==> src/rtl/nco_phase_fold_if.sv <==
// Configuration and sample-output bundle for nco_phase_fold.
// The DUT uses the slave modport; a driver of the NCO uses the master modport.
interface nco_phase_fold_if #(
    parameter int ACC_WIDTH = 32,
    parameter int WIDTH     = 16
);
    logic        [ACC_WIDTH-1:0] ftw_i;
    logic signed [WIDTH-1:0]     pof_i;
    logic                        cfg_load_i;
    logic                        sample_en_i;
    logic                        sync_clr_i;
    logic signed [WIDTH-1:0]     angle_o;
    logic                        valid_o;
    logic                        cos_neg_o;
    logic                        cos_neg_d_o;

    modport slave (
        input  ftw_i, pof_i, cfg_load_i, sample_en_i, sync_clr_i,
        output angle_o, valid_o, cos_neg_o, cos_neg_d_o
    );

    modport master (
        output ftw_i, pof_i, cfg_load_i, sample_en_i, sync_clr_i,
        input  angle_o, valid_o, cos_neg_o, cos_neg_d_o
    );
endinterface

==> src/rtl/nco_phase_fold.sv <==
// Phase accumulator + offset, folded into [-pi/2, +pi/2] for a CORDIC stage, with a cos-negate flag.
// Optional NCO_DITHER_EN adds a 16-bit LFSR below the truncation point of the phase.
module nco_phase_fold #(
    parameter int ACC_WIDTH = 32,
    parameter int WIDTH     = 16,
    parameter int ITER      = 15
) (
    input  logic                   clk,
    input  logic                   rst,
    nco_phase_fold_if.slave        bus
);
    localparam int                 PI_I   = 2 ** (WIDTH - 1);
    localparam int                 NPI_I  = -(2 ** (WIDTH - 1));
    localparam int                 QTR_I  = 2 ** (WIDTH - 2);
    localparam int                 NQTR_I = -(2 ** (WIDTH - 2));
    localparam logic signed [WIDTH:0] PI   = PI_I[WIDTH:0];
    localparam logic signed [WIDTH:0] NPI  = NPI_I[WIDTH:0];
    localparam logic signed [WIDTH:0] QTR  = QTR_I[WIDTH:0];
    localparam logic signed [WIDTH:0] NQTR = NQTR_I[WIDTH:0];

    logic        [ACC_WIDTH-1:0] acc_q, acc_d, ftw_act_q, ftw_sh_q, ftw_eff, a_base, a_phase;
    logic signed [WIDTH-1:0]     pof_act_q, pof_sh_q, pof_eff, p_d;
    logic signed [WIDTH-1:0]     angle_q, angle_d;
    logic signed [WIDTH:0]       pe, fold;
    logic                        pend_q, pend_d, valid_q, cos_neg_q, cos_neg_d;
    logic        [ITER:0]        neg_pipe_q;

`ifdef NCO_DITHER_EN
    localparam int SHAMT = ACC_WIDTH - WIDTH - 16;
    logic [15:0] lfsr_q, lfsr_d;
    assign lfsr_d  = {1'b0, lfsr_q[15:1]} ^ (lfsr_q[0] ? 16'hB400 : 16'h0000);
    assign a_phase = a_base + ({{(ACC_WIDTH-16){1'b0}}, lfsr_q} << SHAMT);
`else
    assign a_phase = a_base;
`endif

    always_comb begin
        // A pending shadow load applies to the very next sample.
        ftw_eff = pend_q ? ftw_sh_q : ftw_act_q;
        pof_eff = pend_q ? pof_sh_q : pof_act_q;
        a_base  = bus.sync_clr_i ? '0 : acc_q;
        acc_d   = a_base + ftw_eff;
        p_d     = a_phase[ACC_WIDTH-1 -: WIDTH] + pof_eff;
        pe      = {p_d[WIDTH-1], p_d};
        fold    = pe;
        cos_neg_d = 1'b0;
        // p = -pi lands in the second branch and folds to 0 with the flag set.
        if (pe > QTR) begin
            fold      = PI - pe;
            cos_neg_d = 1'b1;
        end else if (pe < NQTR) begin
            fold      = NPI - pe;
            cos_neg_d = 1'b1;
        end
        angle_d = fold[WIDTH-1:0];
        pend_d  = bus.cfg_load_i ? 1'b1 : (bus.sample_en_i ? 1'b0 : pend_q);
    end

    always_ff @(posedge clk or posedge rst) begin
        if (rst) begin
            acc_q      <= '0;
            ftw_act_q  <= '0;
            pof_act_q  <= '0;
            ftw_sh_q   <= '0;
            pof_sh_q   <= '0;
            pend_q     <= 1'b0;
            angle_q    <= '0;
            valid_q    <= 1'b0;
            cos_neg_q  <= 1'b0;
            neg_pipe_q <= '0;
`ifdef NCO_DITHER_EN
            lfsr_q     <= 16'hACE1;
`endif
        end else begin
            pend_q     <= pend_d;
            valid_q    <= bus.sample_en_i;
            neg_pipe_q <= {neg_pipe_q[ITER-1:0], cos_neg_q};
            if (bus.cfg_load_i) begin
                ftw_sh_q <= bus.ftw_i;
                pof_sh_q <= bus.pof_i;
            end
            if (bus.sample_en_i) begin
                acc_q     <= acc_d;
                angle_q   <= angle_d;
                cos_neg_q <= cos_neg_d;
                if (pend_q) begin
                    ftw_act_q <= ftw_sh_q;
                    pof_act_q <= pof_sh_q;
                end
`ifdef NCO_DITHER_EN
                lfsr_q <= lfsr_d;
`endif
            end else if (bus.sync_clr_i) begin
                acc_q <= '0;
            end
        end
    end

    assign bus.angle_o     = angle_q;
    assign bus.valid_o     = valid_q;
    assign bus.cos_neg_o   = cos_neg_q;
    assign bus.cos_neg_d_o = neg_pipe_q[ITER];
endmodule

==> src/flat_wrapper.sv <==
// flat-port wrapper written by rule: the top's interface ports become plain ports
module nco_phase_fold_flat 
#(
    parameter int ACC_WIDTH = 32,
    parameter int WIDTH     = 16,
    parameter int ITER      = 15
)
  (clk, rst, bus_ftw_i, bus_pof_i, bus_cfg_load_i, bus_sample_en_i, bus_sync_clr_i, bus_angle_o, bus_valid_o, bus_cos_neg_o, bus_cos_neg_d_o);
  nco_phase_fold_if #(.ACC_WIDTH(ACC_WIDTH), .WIDTH(WIDTH)) bus_i ();
  input  logic clk;
  input  logic rst;
  input wire logic [$bits(bus_i.ftw_i)-1:0] bus_ftw_i;
  input wire logic [$bits(bus_i.pof_i)-1:0] bus_pof_i;
  input wire logic [$bits(bus_i.cfg_load_i)-1:0] bus_cfg_load_i;
  input wire logic [$bits(bus_i.sample_en_i)-1:0] bus_sample_en_i;
  input wire logic [$bits(bus_i.sync_clr_i)-1:0] bus_sync_clr_i;
  output wire logic [$bits(bus_i.angle_o)-1:0] bus_angle_o;
  output wire logic [$bits(bus_i.valid_o)-1:0] bus_valid_o;
  output wire logic [$bits(bus_i.cos_neg_o)-1:0] bus_cos_neg_o;
  output wire logic [$bits(bus_i.cos_neg_d_o)-1:0] bus_cos_neg_d_o;
  assign bus_i.ftw_i = bus_ftw_i;
  assign bus_i.pof_i = bus_pof_i;
  assign bus_i.cfg_load_i = bus_cfg_load_i;
  assign bus_i.sample_en_i = bus_sample_en_i;
  assign bus_i.sync_clr_i = bus_sync_clr_i;
  assign bus_angle_o = bus_i.angle_o;
  assign bus_valid_o = bus_i.valid_o;
  assign bus_cos_neg_o = bus_i.cos_neg_o;
  assign bus_cos_neg_d_o = bus_i.cos_neg_d_o;
  nco_phase_fold #(.ACC_WIDTH(ACC_WIDTH), .WIDTH(WIDTH), .ITER(ITER)) u_core (.clk(clk), .rst(rst), .bus(bus_i));
endmodule
==> config.mk <==
export PLATFORM = sky130hd
export DESIGN_NAME = nco_phase_fold_flat
export DESIGN_NICKNAME = d
export VERILOG_FILES = /design/src/rtl/nco_phase_fold_if.sv /design/src/rtl/nco_phase_fold.sv /design/src/flat_wrapper.sv
export SDC_FILE = /design/constraint.sdc
export NUM_CORES = 1
export LEC_CHECK = 0
export ABC_AREA = 1
export ABC_CLOCK_PERIOD_IN_PS = 15200
export BUFFER_PORTS_ARGS = -buffer_cell sky130_fd_sc_hd__buf_2
export CAP_MARGIN = 20
export CORE_MARGIN = 5
export CORE_UTILIZATION = 45
export CTS_CLUSTER_SIZE = 8
export DETAILED_ROUTE_END_ITERATION = 10
export SLEW_MARGIN = 0
export SYNTH_ARGS = -nofsm -noshare
export SYNTH_HDL_FRONTEND = slang
export SYNTH_SLANG_ARGS = --single-unit
==> constraint.sdc <==
create_clock -name clk -period 15.2 [get_ports clk]
set_input_delay 2.28 -clock clk [delete_from_list [all_inputs] [get_ports clk]]
set_output_delay 2.28 -clock clk [all_outputs]
set_load 0.02 [all_outputs]
==> results by group, run 1 <==
Run status
  – Status: finished clean

GRT
  – Antenna violations before repair: 0
  – First-pass GRT wire length: 42980 um
  – Routing usage on met1: 32.65%
  – M3 GR Usage: 3.132%
  – Tot GR Track Use: between 20% and 30%
  – Largest net degree at the start of global routing: slightly below 90
  – Met2 usage: between 20% and 30%
  – Vias in the first global route: roughly 8000
  – GRT overflow: 0
  – Most Used Layer, Global Route: met1

Route
  – Vias per inst: approximately 5
  – First-pass iteration count of the detailed router: 5
  – DRT iter0 DRCs: around 650
  – Wirelength per Cell: 14.81 um
  – DRC errors left: 0
  – Final wirelength: 25860 um
  – Routed Antenna Nets: 0
  – Via count: roughly 8800

Worst hold path
  – Hold path start: u_core.neg_pipe_q[1]$_DFF_PP0_
  – Min-Delay Path Class: reg -> reg

Setup path
  – Bufs and invs on worst path: 3
  – Arrival @ worst endpoint: 5.46 ns
  – CP startpoint kind: input pin
  – Crit-path cells: buf_2 > inv_1 > nand2_1 > inv_1 > fa_1 > nor2_1 > nor2_1 > nor2_1 > nand3_1 > nor2_1 > nand3_1 > nor2_1 > nand3_1 > nor3_1 > o31ai_1
  – Crit path launch: bus_sync_clr_i
  – CP top delay family: simple AND/OR/NAND/NOR gates
  – Crit end category: flop
  – Crit Path Max Fanout: 22
  – Crit-path max cell delay: 0.51 ns
  – Worst R2R Start: u_core.pend_q$_DFFE_PP0P_
  – CP required: 15.49 ns
  – Most frequent cell on the critical path: nor2_1
  – Worst path slowest cell: fa_1
  – CP Class: in -> reg

Clock network
  – CTS tree: yes
  – PostCTS Resize Cnt: 0
  – Clock Sink Count: 163
  – Skew-Pair Late Insertion Delay: 0.44 ns
  – Worst-path clk slew: 0.07 ns
  – CTS buffer count: 17
  – Hold_buf cts: 0
  – Clk root buf: clkbuf_16
  – H-tree Lvls: 4
  – Maximum number of buffers from clock root to sink: 2
  – Setup Buffers After CTS: 0

STA
  – RSZ-0062 raised after global routing: no
  – Clock Skew: around 0.015 ns
  – Least-Margin Pin Slew: 0.8089 ns
  – Highest clock rate: slightly below 0.2 GHz
  – Setup TNS: 0 ns
  – Endpoints failing setup: 0
  – Fin. max-slew vios: 0
  – Fin crit share: 34.02%
  – Slew margin rel.: 46.07%
  – Minimum clock period: 5.171 ns
  – Hold Vio Cnt, Final: 0

Yosys
  – Flops & latches, synth: 163
  – Mean Syn Cell Area: between 7 and 8 um^2
  – Number of synthesis warnings: 0
  – Post-Synthesis Cells: roughly 1400
  – Mapped Area: between 10000 and 15000 um^2
  – Post-synth EDFFs: 0
  – Synth Flop Type: dfrtp_1
  – Post-Syn Nets: 1505
  – Yosys cell types: 43
  – Seq/Total Area, Yosys: 40.78%
  – Ys async rst share: 100.0%

Floorplan
  – Die X: 159.1 um
  – Core box area: ~22000 um^2
  – Die area: between 20000 and 30000 um^2
  – Io pins: 72
  – DIE HEIGHT: 159.1 um
  – FP Rows: 54
  – Starting density of the core: 45.84%

Power
  – Leakage Power: 5.899 nW
  – Pwr Density: between 100 and 150 nW/um^2
  – VDD IR max: 66.35 uV

Place
  – Detailed Place HPWL: 19320 um
  – Port-buffer cells: 71
  – Post-DP Area: 10570 um^2
  – Routability congestion estimate from global placement: about 0.9

Finish
  – Most frequent cells in the layout: nand2_1 (503), inv_1 (175), dfrtp_1 (162)
  – Finished Cell Area: 11190 um^2
  – ANT cells: 0
  – Syn-to-layout area delta: 11.86%
  – # fillers: roughly 2200
  – Share of cells above drive strength 1: 10.71%
  – Layout Nets: 1555
  – Most common cell after layout, fill and taps aside: nand2_1

Flow run
  – Max-cap violation count: 0
[stage by stage]
stage | hold WS, ns | power (mW) | setup slack, ns | instances | utilization [%]
3_3_place_gp | 0.3330 | 1.039 | 9.586 | 1713 | 48.45
5_1_grt | 0.3519 | 1.574 | 9.765 | 1746 | 51.27
4_1_cts | 0.3498 | 1.481 | 10.05 | 1745 | 51.15
6_report | 0.3483 | 1.471 | 10.03 | 1746 | 51.27
2_1_floorplan | 0.3312 | 0.9128 | 8.515 | 1403 | -
3_5_place_dp | 0.3347 | 1.043 | 9.592 | 1713 | 48.45
[registers in the layout, indices dropped and copies added, names as in the netlist]
name / cells
u_core.bus.angle_o: 16
u_core.ftw_sh_q: 32
u_core.ftw_act_q: 32
u_core.neg_pipe_q: 16
u_core.acc_q: 32
u_core.pend_q: 1
u_core.pof_sh_q: 16
u_core.bus.valid_o: 1
u_core.bus.cos_neg_o: 1
u_core.pof_act_q: 16
[where the power goes]
group          total, mW  internal, mW  switching (mW)
Sequential         0.549         0.518          0.0320
Combinational      0.488         0.158           0.331
Clock              0.433         0.225           0.209
[area by class of cell]
type / count / area [um^2] / area share, %
Inverter: 178 / 673.1 / 6.016
Clock buffer: 18 / 439.2 / 3.925
Timing Repair Buffer: 77 / 422.9 / 3.779
Tap cell: 280 / 350.3 / 3.131
Sequential cell: 163 / 4080 / 36.46
Multi-Input combinational cell: 1016 / 5074 / 45.34
Clock inverter: 14 / 150.1 / 1.342
[worst paths after layout]
path	end	depth (start not counted)	slack, ns
setup / recovery	u_core.bus.angle_o[15]$_DFFE_PP0P_	15	10.03
max in group asynchronous	u_core.pend_q$_DFFE_PP0P_	4	12.03
hold reg to reg	u_core.neg_pipe_q[2]$_DFF_PP0_	0	0.35
hold / removal	u_core.neg_pipe_q[2]$_DFF_PP0_	0	0.35
setup reg to reg	u_core.bus.angle_o[15]$_DFFE_PP0P_	14	10.73
min in group asynchronous	u_core.bus.angle_o[14]$_DFFE_PP0P_	2	2.02
[cells in the mapped netlist, types with 11 or more instances]
| master | instances | share of area (%) |
|---|---|---|
| nand4_1 | 11 | 0.69 |
| inv_1 | 176 | 6.6 |
| nand2_1 | 503 | 19 |
| dfrtp_1 | 163 | 41 |
| clkbuf_1 | 35 | 1.3 |
| a21oi_1 | 46 | 2.3 |
| nand2_2 | 11 | 0.69 |
| nand3_2 | 11 | 1.1 |
| o21ai_0 | 147 | 7.4 |
| ha_1 | 47 | 5.9 |
| nand3_1 | 69 | 3.5 |
| nor2_1 | 82 | 3.1 |
[logic make-up (layout without fill, tap and decap cells)]
kind of cell | after synthesis | after routing | synth area share (%)
adder cells (fa/ha/maj) | 49 | 49 | 6.279
AND/OR/NAND/NOR | 722 | 722 | 30.78
AO/OA/AOI/OAI | 225 | 225 | 11.91
XOR/XNOR | 20 | 20 | 1.751
flip-flops | 163 | 163 | 40.78
buffers and inverters | 224 | 287 | 8.505
[layer usage]
| layer | up-vias | routed length [um] |
|---|---|---|
| li1 | 4549 | - |
| met1 | 4097 | 13760 |
| met2 | 177 | 10670 |
| met3 | 19 | 1109 |
| met4 | 0 | 320 |
| met5 | - | 0 |
(Power assumes the default switching activity.)
==> inputs of run 2 (changes only) <==
--- a/config.mk
+++ b/config.mk
@@ -6,7 +6,7 @@
 export NUM_CORES = 1
 export LEC_CHECK = 0
 export ABC_AREA = 1
-export ABC_CLOCK_PERIOD_IN_PS = 15200
+export ABC_CLOCK_PERIOD_IN_PS = 4550
 export BUFFER_PORTS_ARGS = -buffer_cell sky130_fd_sc_hd__buf_2
 export CAP_MARGIN = 20
 export CORE_MARGIN = 5
==> constraint.sdc (replaced) <==
create_clock -name clk -period 4.55 [get_ports clk]
set_input_delay 0.6825 -clock clk [delete_from_list [all_inputs] [get_ports clk]]
set_output_delay 0.6825 -clock clk [all_outputs]
set_load 0.02 [all_outputs]
==> run 2 against run 1 <==
Effect of this change:
- sequential share of layout area decreased by 0.15 points
- critical path type is now reg -> reg
- total power increased to 3.3 times the previous value
- wire length decreased by 1.2%
- combinational power increased to 3.3 times the previous value
- cell area increased by 0.41%
- setup slack got worse by 9.1 ns
- critical endpoint is now u_core.acc_q[28]$_DFF_PP0_
- clock skew increased by 0.0043 ns
- highest routed layer unchanged
- largest cell class unchanged
==> results by group, run 2 (same netlist as run 1, synthesis figures left out) <==
Route
  – First-pass iteration count of the detailed router: 5 (unchanged)
  – DRT iter0 DRCs: 572 (was 653)
  – Final wirelength: 25540 um (was 25860 um)
  – Via count: 8807 (was 8842)
  – Wirelength per Cell: 14.61 um (was 14.81 um)
  – DRC errors left: 0 (unchanged)
  – Routed Antenna Nets: 0 (unchanged)
  – Vias per inst: 5.038 (was 5.064)

Clock network
  – CTS buffer count: 17 (unchanged)
  – Maximum number of buffers from clock root to sink: 2 (unchanged)
  – Worst-path clk slew: 0.07 ns (about the same)
  – Hold_buf cts: 0 (unchanged)
  – Clock Sink Count: 163 (unchanged)
  – CTS tree: yes (unchanged)
  – H-tree Lvls: 4 (unchanged)
  – Skew-Pair Late Insertion Delay: 0.44 ns (about the same)
  – Clk root buf: clkbuf_16 (unchanged)
  – PostCTS Resize Cnt: 0 (unchanged)
  – Setup Buffers After CTS: 0 (unchanged)

Setup path
  – Arrival @ worst endpoint: 3.92 ns (was 5.46 ns)
  – Crit Path Max Fanout: 62 (was 22)
  – CP required: 4.81 ns (was 15.49 ns)
  – CP Class: reg -> reg (was in -> reg)
  – CP startpoint kind: flop (was input pin)
  – Worst path slowest cell: dfrtp_2 (was fa_1)
  – Most frequent cell on the critical path: nand2_1 (was nor2_1)
  – Crit-path max cell delay: 0.72 ns (was 0.51 ns)
  – Crit end category: flop (unchanged)
  – Crit-path cells: buf_12 > nand2_1 > o21ai_0 > ha_1 > inv_1 > fa_1 > o21ai_1 > a21oi_1 > o21ai_1 > nand4_1 > nand2_1 > nand2_1 > nand3_1 > o21ai_0 (was buf_2 > inv_1 > nand2_1 > inv_1 > fa_1 > nor2_1 > nor2_1 > nor2_1 > nand3_1 > nor2_1 > nand3_1 > nor2_1 > nand3_1 > nor3_1 > o31ai_1)

STA
  – Hold Vio Cnt, Final: 0 (unchanged)
  – Fin. max-slew vios: 0 (unchanged)
  – Clock Skew: 0.01977 ns (was 0.01548 ns)
  – Hold WS: 0.3476 ns (was 0.3483 ns)
  – Slew margin rel.: 34.99% (was 46.07%)
  – Endpoints failing setup: 0 (unchanged)
  – Highest clock rate: between 0.2 and 0.3 GHz
  – Fin crit share: 80.43%
  – Setup TNS: 0 ns (unchanged)
  – Minimum clock period: 3.659 ns
  – RSZ-0062 raised after global routing: no (unchanged)
  – Least-Margin Pin Slew: 0.9751 ns (was 0.8089 ns)

Finish
  – Most frequent cells in the layout: nand2_1 (503), inv_1 (174), dfrtp_1 (162) (was nand2_1 (503), inv_1 (175), dfrtp_1 (162))
  – Util after Layout: 51.48% (was 51.27%)
  – Most common cell after layout, fill and taps aside: nand2_1 (unchanged)
  – ANT cells: 0 (unchanged)
  – Syn-to-layout area delta: 12.32% (was 11.86%)
  – Non-Filler Instances: 1748 (was 1746)
  – Layout Nets: 1557 (was 1555)
  – Regs by FF count: u_core.acc_q: 32 flops, u_core.ftw_act_q: 32 flops, u_core.ftw_sh_q: 32 flops (unchanged)
  – Share of cells above drive strength 1: 10.83% (was 10.71%)

Place
  – Routability congestion estimate from global placement: 0.8883 (was 0.8914)
  – Port-buffer cells: 71 (unchanged)
  – Dpl cells: 1715 (was 1713)
  – Detailed Place HPWL: 18960 um (was 19320 um)

GRT
  – First-pass GRT wire length: 42310 um (was 42980 um)
  – Largest net degree at the start of global routing: 164 (was 89)
  – Antenna violations before repair: 0 (unchanged)
  – Vias in the first global route: 8075 (was 8218)
  – Tot GR Track Use: 20.27% (was 20.60%)
  – GRT overflow: 0 (unchanged)

Floorplan
  – DIE HEIGHT: 159.1 um (unchanged)
  – FP Rows: 54 (unchanged)
  – Core box area: 21820 um^2 (unchanged)
  – Die area: 25310 um^2 (unchanged)
  – Die X: 159.1 um (unchanged)
  – Io pins: 72 (unchanged)
  – Starting density of the core: 45.84% (unchanged)

Power
  – VDD IR max: 213.3 uV (was 66.35 uV)
  – Pwr Density: 436.0 nW/um^2 (was 131.5 nW/um^2)
  – Leakage Power: 5.917 nW (was 5.899 nW)

Worst hold path
  – Min-Delay Path Class: reg -> reg (unchanged)

Run status
  – Status: finished clean (unchanged)

Flow run
  – Max-cap violation count: 0 (unchanged)
run 2: changes by cell type in the layout (fill, tap and decap cells not counted), sizes merged:
| cell | change |
|---|---|
| buf | +2 |
| clkinvlp | -1 |
| inv | -5 |
| clkinv | +6 |
run 2: worst max-delay path: cells and delay by family (launching register included):
family | cells | cell delay (ns)
AO/OA/AOI/OAI | 5 | 1.09
flip-flops | 1 | 0.72
adder cells (fa/ha/maj) | 2 | 0.66
AND/OR/NAND/NOR | 5 | 0.59
buffers and inverters | 2 | 0.40
run 2: final timing paths:
path                                                  from                              end  slack [ns]  cells past startpoint
max in group asynchronous                              rst        u_core.pend_q$_DFFE_PP0P_        3.34                      3
min in group asynchronous                              rst        u_core.acc_q[7]$_DFF_PP0_        0.43                      3
hold / removal             u_core.neg_pipe_q[10]$_DFF_PP0_  u_core.neg_pipe_q[11]$_DFF_PP0_        0.35                      0
hold reg to reg            u_core.neg_pipe_q[10]$_DFF_PP0_  u_core.neg_pipe_q[11]$_DFF_PP0_        0.35                      0
setup reg to reg                 u_core.pend_q$_DFFE_PP0P_       u_core.acc_q[28]$_DFF_PP0_        0.89                     14
setup / recovery                 u_core.pend_q$_DFFE_PP0P_       u_core.acc_q[28]$_DFF_PP0_        0.89                     14
run 2: area by class of cell:
cell class	count	area, um^2
clock buffers	18	439.2
clock inverters	14	157.7
fillers	2173	10590
inverters	178	671.9
multi-input cells	1016	5074
flip-flops and latches	163	4080
well taps	280	350.3
repair buffers	79	462.9
run 2: metrics by stage:
step	worst slack, ns	power (mW)	instance area (um^2)
2_1_floorplan	1.213	3.050	10010
3_3_place_gp	0.8465	3.459	10610
3_5_place_dp	0.7774	3.479	10610
4_1_cts	0.9265	4.951	11210
5_1_grt	0.6019	5.255	11240
6_report	0.8906	4.898	11240
run 2: metal layers:
layer	wire, um	track usage, %
met5	0	0
met4	220	4.924
met3	1260	3.365
met2	10760	28.86
met1	13290	31.95
run 2: power breakdown:
group | internal, mW | total (mW) | switching, mW
logic | 0.531 | 1.62 | 1.09
clock network | 0.749 | 1.44 | 0.692
registers | 1.73 | 1.84 | 0.110
==> inputs of run 3 (changes only) <==
--- a/config.mk
+++ b/config.mk
@@ -6,7 +6,7 @@
 export NUM_CORES = 1
 export LEC_CHECK = 0
 export ABC_AREA = 1
-export ABC_CLOCK_PERIOD_IN_PS = 4550
+export ABC_CLOCK_PERIOD_IN_PS = 3700
 export BUFFER_PORTS_ARGS = -buffer_cell sky130_fd_sc_hd__buf_2
 export CAP_MARGIN = 20
 export CORE_MARGIN = 5
==> constraint.sdc (replaced) <==
create_clock -name clk -period 3.7 [get_ports clk]
set_input_delay 0.555 -clock clk [delete_from_list [all_inputs] [get_ports clk]]
set_output_delay 0.555 -clock clk [all_outputs]
set_load 0.02 [all_outputs]
==> run 3 against run 2 <==
Effect of this change:
- via count about the same
- critical path depth up 5
- first-iteration DRC count up 13%
- global-route usage up 0.33 points
==> results by group, run 3 (same netlist as run 1, synthesis figures left out) <==
Run status
  – Status: finished clean (unchanged)

STA
  – Hold Vio Cnt, Final: 0 (unchanged)
  – Fin crit share: 91.91% (was 80.43%)
  – Fin. max-slew vios: 0 (unchanged)
  – Hold WS: 0.3016 ns (was 0.3476 ns)
  – Highest clock rate: 0.2940 GHz (was 0.2733 GHz)
  – Least-Margin Pin Slew: 0.9451 ns (was 0.9751 ns)
  – RSZ-0062 raised after global routing: no (unchanged)
  – Clock Skew: 0.01695 ns (was 0.01977 ns)
  – Slew margin rel.: 36.99% (was 34.99%)
  – Setup TNS: 0 ns (unchanged)
  – Endpoints failing setup: 0 (unchanged)
  – Minimum clock period: 3.401 ns (was 3.659 ns)

GRT
  – Tot GR Track Use: 20.60% (was 20.27%)
  – Routing usage on met1: 32.37% (was 31.95%)
  – GRT overflow: 0 (unchanged)
  – Most Used Layer, Global Route: met1 (unchanged)
  – M3 GR Usage: 3.728% (was 3.365%)
  – First-pass GRT wire length: 42900 um (was 42310 um)
  – Met2 usage: 29.55% (was 28.86%)
  – Antenna violations before repair: 0 (unchanged)
  – Largest net degree at the start of global routing: 164 (unchanged)
  – Vias in the first global route: 8239 (was 8075)

Finish
  – Non-Filler Instances: 1763 (was 1748)
  – # fillers: 2163 (was 2173)
  – Most common cell after layout, fill and taps aside: nand2_1 (unchanged)
  – Most frequent cells in the layout: nand2_1 (503), inv_1 (175), dfrtp_1 (162) (was nand2_1 (503), inv_1 (174), dfrtp_1 (162))
  – ANT cells: 0 (unchanged)
  – Layout Nets: 1573 (was 1557)
  – Util after Layout: 51.83% (was 51.48%)
  – Share of cells above drive strength 1: 11.73% (was 10.83%)
  – Syn-to-layout area delta: 13.08% (was 12.32%)
  – Regs by FF count: u_core.acc_q: 32 flops, u_core.ftw_act_q: 32 flops, u_core.ftw_sh_q: 32 flops (unchanged)

Route
  – DRC errors left: 0 (unchanged)
  – First-pass iteration count of the detailed router: 6 (was 5)
  – Wirelength per Cell: 14.70 um (was 14.61 um)
  – DRT iter0 DRCs: 646 (was 572)
  – Vias per inst: 4.994 (was 5.038)
  – Routed Antenna Nets: 0 (unchanged)
  – Via count: 8804 (was 8807)
  – Final wirelength: 25910 um (was 25540 um)

Floorplan
  – Die X: 159.1 um (unchanged)
  – DIE HEIGHT: 159.1 um (unchanged)
  – Die area: 25310 um^2 (unchanged)
  – Starting density of the core: 45.84% (unchanged)
  – FP Rows: 54 (unchanged)
  – Io pins: 72 (unchanged)
  – Core box area: 21820 um^2 (unchanged)

Place
  – Port-buffer cells: 71 (unchanged)
  – Routability congestion estimate from global placement: 0.9515 (was 0.8883)
  – Dpl cells: 1732 (was 1715)
  – Detailed Place HPWL: 19540 um (was 18960 um)

Setup path
  – CP top delay family: simple AND/OR/NAND/NOR gates (was compound AO/OA/AOI/OAI gates)
  – Crit-path max cell delay: 0.46 ns (was 0.72 ns)
  – R2R setup slack: 0.30 ns (was 0.89 ns)
  – Worst path slowest cell: o21ai_0 (was dfrtp_2)
  – CP startpoint kind: flop (unchanged)
  – Crit end category: flop (unchanged)
  – CP required: 4.03 ns (was 4.81 ns)
  – Crit-path cells: buf_4 > o21ai_0 > ha_1 > nand2_1 > nand2_1 > a21oi_1 > nand2_1 > nand2_1 > nand2_2 > nor2_4 > nand2_4 > nor2_8 > nand3_4 > nand2_4 > nand2_4 > nand2_1 > nand2_1 > nand3_1 > nand2_1 (was buf_12 > nand2_1 > o21ai_0 > ha_1 > inv_1 > fa_1 > o21ai_1 > a21oi_1 > o21ai_1 > nand4_1 > nand2_1 > nand2_1 > nand3_1 > o21ai_0)
  – Bufs and invs on worst path: 1 (was 2)
  – CP Class: reg -> reg (unchanged)
  – Crit Path Max Fanout: 18 (was 62)
  – Arrival @ worst endpoint: 3.73 ns (was 3.92 ns)
  – Most frequent cell on the critical path: nand2_1 (unchanged)

Clock network
  – Worst-path clk slew: 0.08 ns (was 0.07 ns)
  – Clk root buf: clkbuf_16 (unchanged)
  – CTS buffer count: 17 (unchanged)
  – Hold_buf cts: 0 (unchanged)
  – Maximum number of buffers from clock root to sink: 2 (unchanged)
  – PostCTS Resize Cnt: 0 (unchanged)
  – CTS tree: yes (unchanged)
  – Skew-Pair Late Insertion Delay: 0.44 ns (about the same)
  – Clock Sink Count: 163 (unchanged)
  – H-tree Lvls: 4 (unchanged)
  – Setup Buffers After CTS: 0 (unchanged)

Worst hold path
  – Min-Delay Path Class: in -> reg (was reg -> reg)

Power
  – VDD IR max: 279.1 uV (was 213.3 uV)
  – Leakage Power: 5.980 nW (was 5.917 nW)
  – Pwr Density: 534.6 nW/um^2 (was 436.0 nW/um^2)
  – Tot Pwr: 6.047 mW (was 4.898 mW)

Flow run
  – Max-cap violation count: 0 (unchanged)
[run 3: cell types whose count changed in the layout (fill, tap and decap cells not counted), sizes merged]
cell / before / now
clkbuf: 18 / 17
buf: 79 / 95
clkinv: 9 / 7
inv: 182 / 184
[run 3: final timing paths]
check | startpoint | endpoint | depth (start not counted)
setup / recovery | u_core.pend_q$_DFFE_PP0P_ | u_core.bus.angle_o[8]$_DFFE_PP0P_ | 19
hold / removal | bus_ftw_i[28] | u_core.ftw_sh_q[28]$_DFFE_PP0P_ | 3
setup reg to reg | u_core.pend_q$_DFFE_PP0P_ | u_core.bus.angle_o[8]$_DFFE_PP0P_ | 19
max in group asynchronous | rst | u_core.pend_q$_DFFE_PP0P_ | 3
hold reg to reg | u_core.neg_pipe_q[3]$_DFF_PP0_ | u_core.neg_pipe_q[4]$_DFF_PP0_ | 0
min in group asynchronous | rst | u_core.acc_q[2]$_DFF_PP0_ | 3
[run 3: layout make-up]
cell class / count / area [um^2] / area share (%)
Clock buffer: 17 / 425.4 / 3.761
Clock inverter: 14 / 160.2 / 1.416
Inverter: 178 / 671.9 / 5.940
Multi-Input combinational cell: 1016 / 5074 / 44.85
Sequential cell: 163 / 4080 / 36.07
Tap cell: 280 / 350.3 / 3.097
Timing Repair Buffer: 95 / 550.5 / 4.867
[run 3: per-stage QoR]
step                      area (um^2)  setup slack (ns)
after floorplan                 10010            0.3629
after detailed placement        10730            0.1845
after global routing            11310           0.04377
after CTS                       11310            0.3015
final                           11310            0.2992
after global placement          10730            0.2914
[run 3: worst min-delay path, delay by kind of cell]
kind / cells / cell delay (ns)
simple gates: 2 / 0.09
buf+inv: 1 / 0.07
[run 3: layer usage]
layer	wire length (um)	vias to the layer above
met4	295	0
met1	13690	3990
li1	-	4589
met5	0	-
met3	1319	27
met2	10600	198
[run 3: power breakdown]
part / switching, mW / internal [mW] / total [mW]
Combinational: 1.36 / 0.670 / 2.03
Sequential: 0.124 / 2.13 / 2.25
Clock: 0.863 / 0.903 / 1.77
Total: 2.35 / 3.70 / 6.05
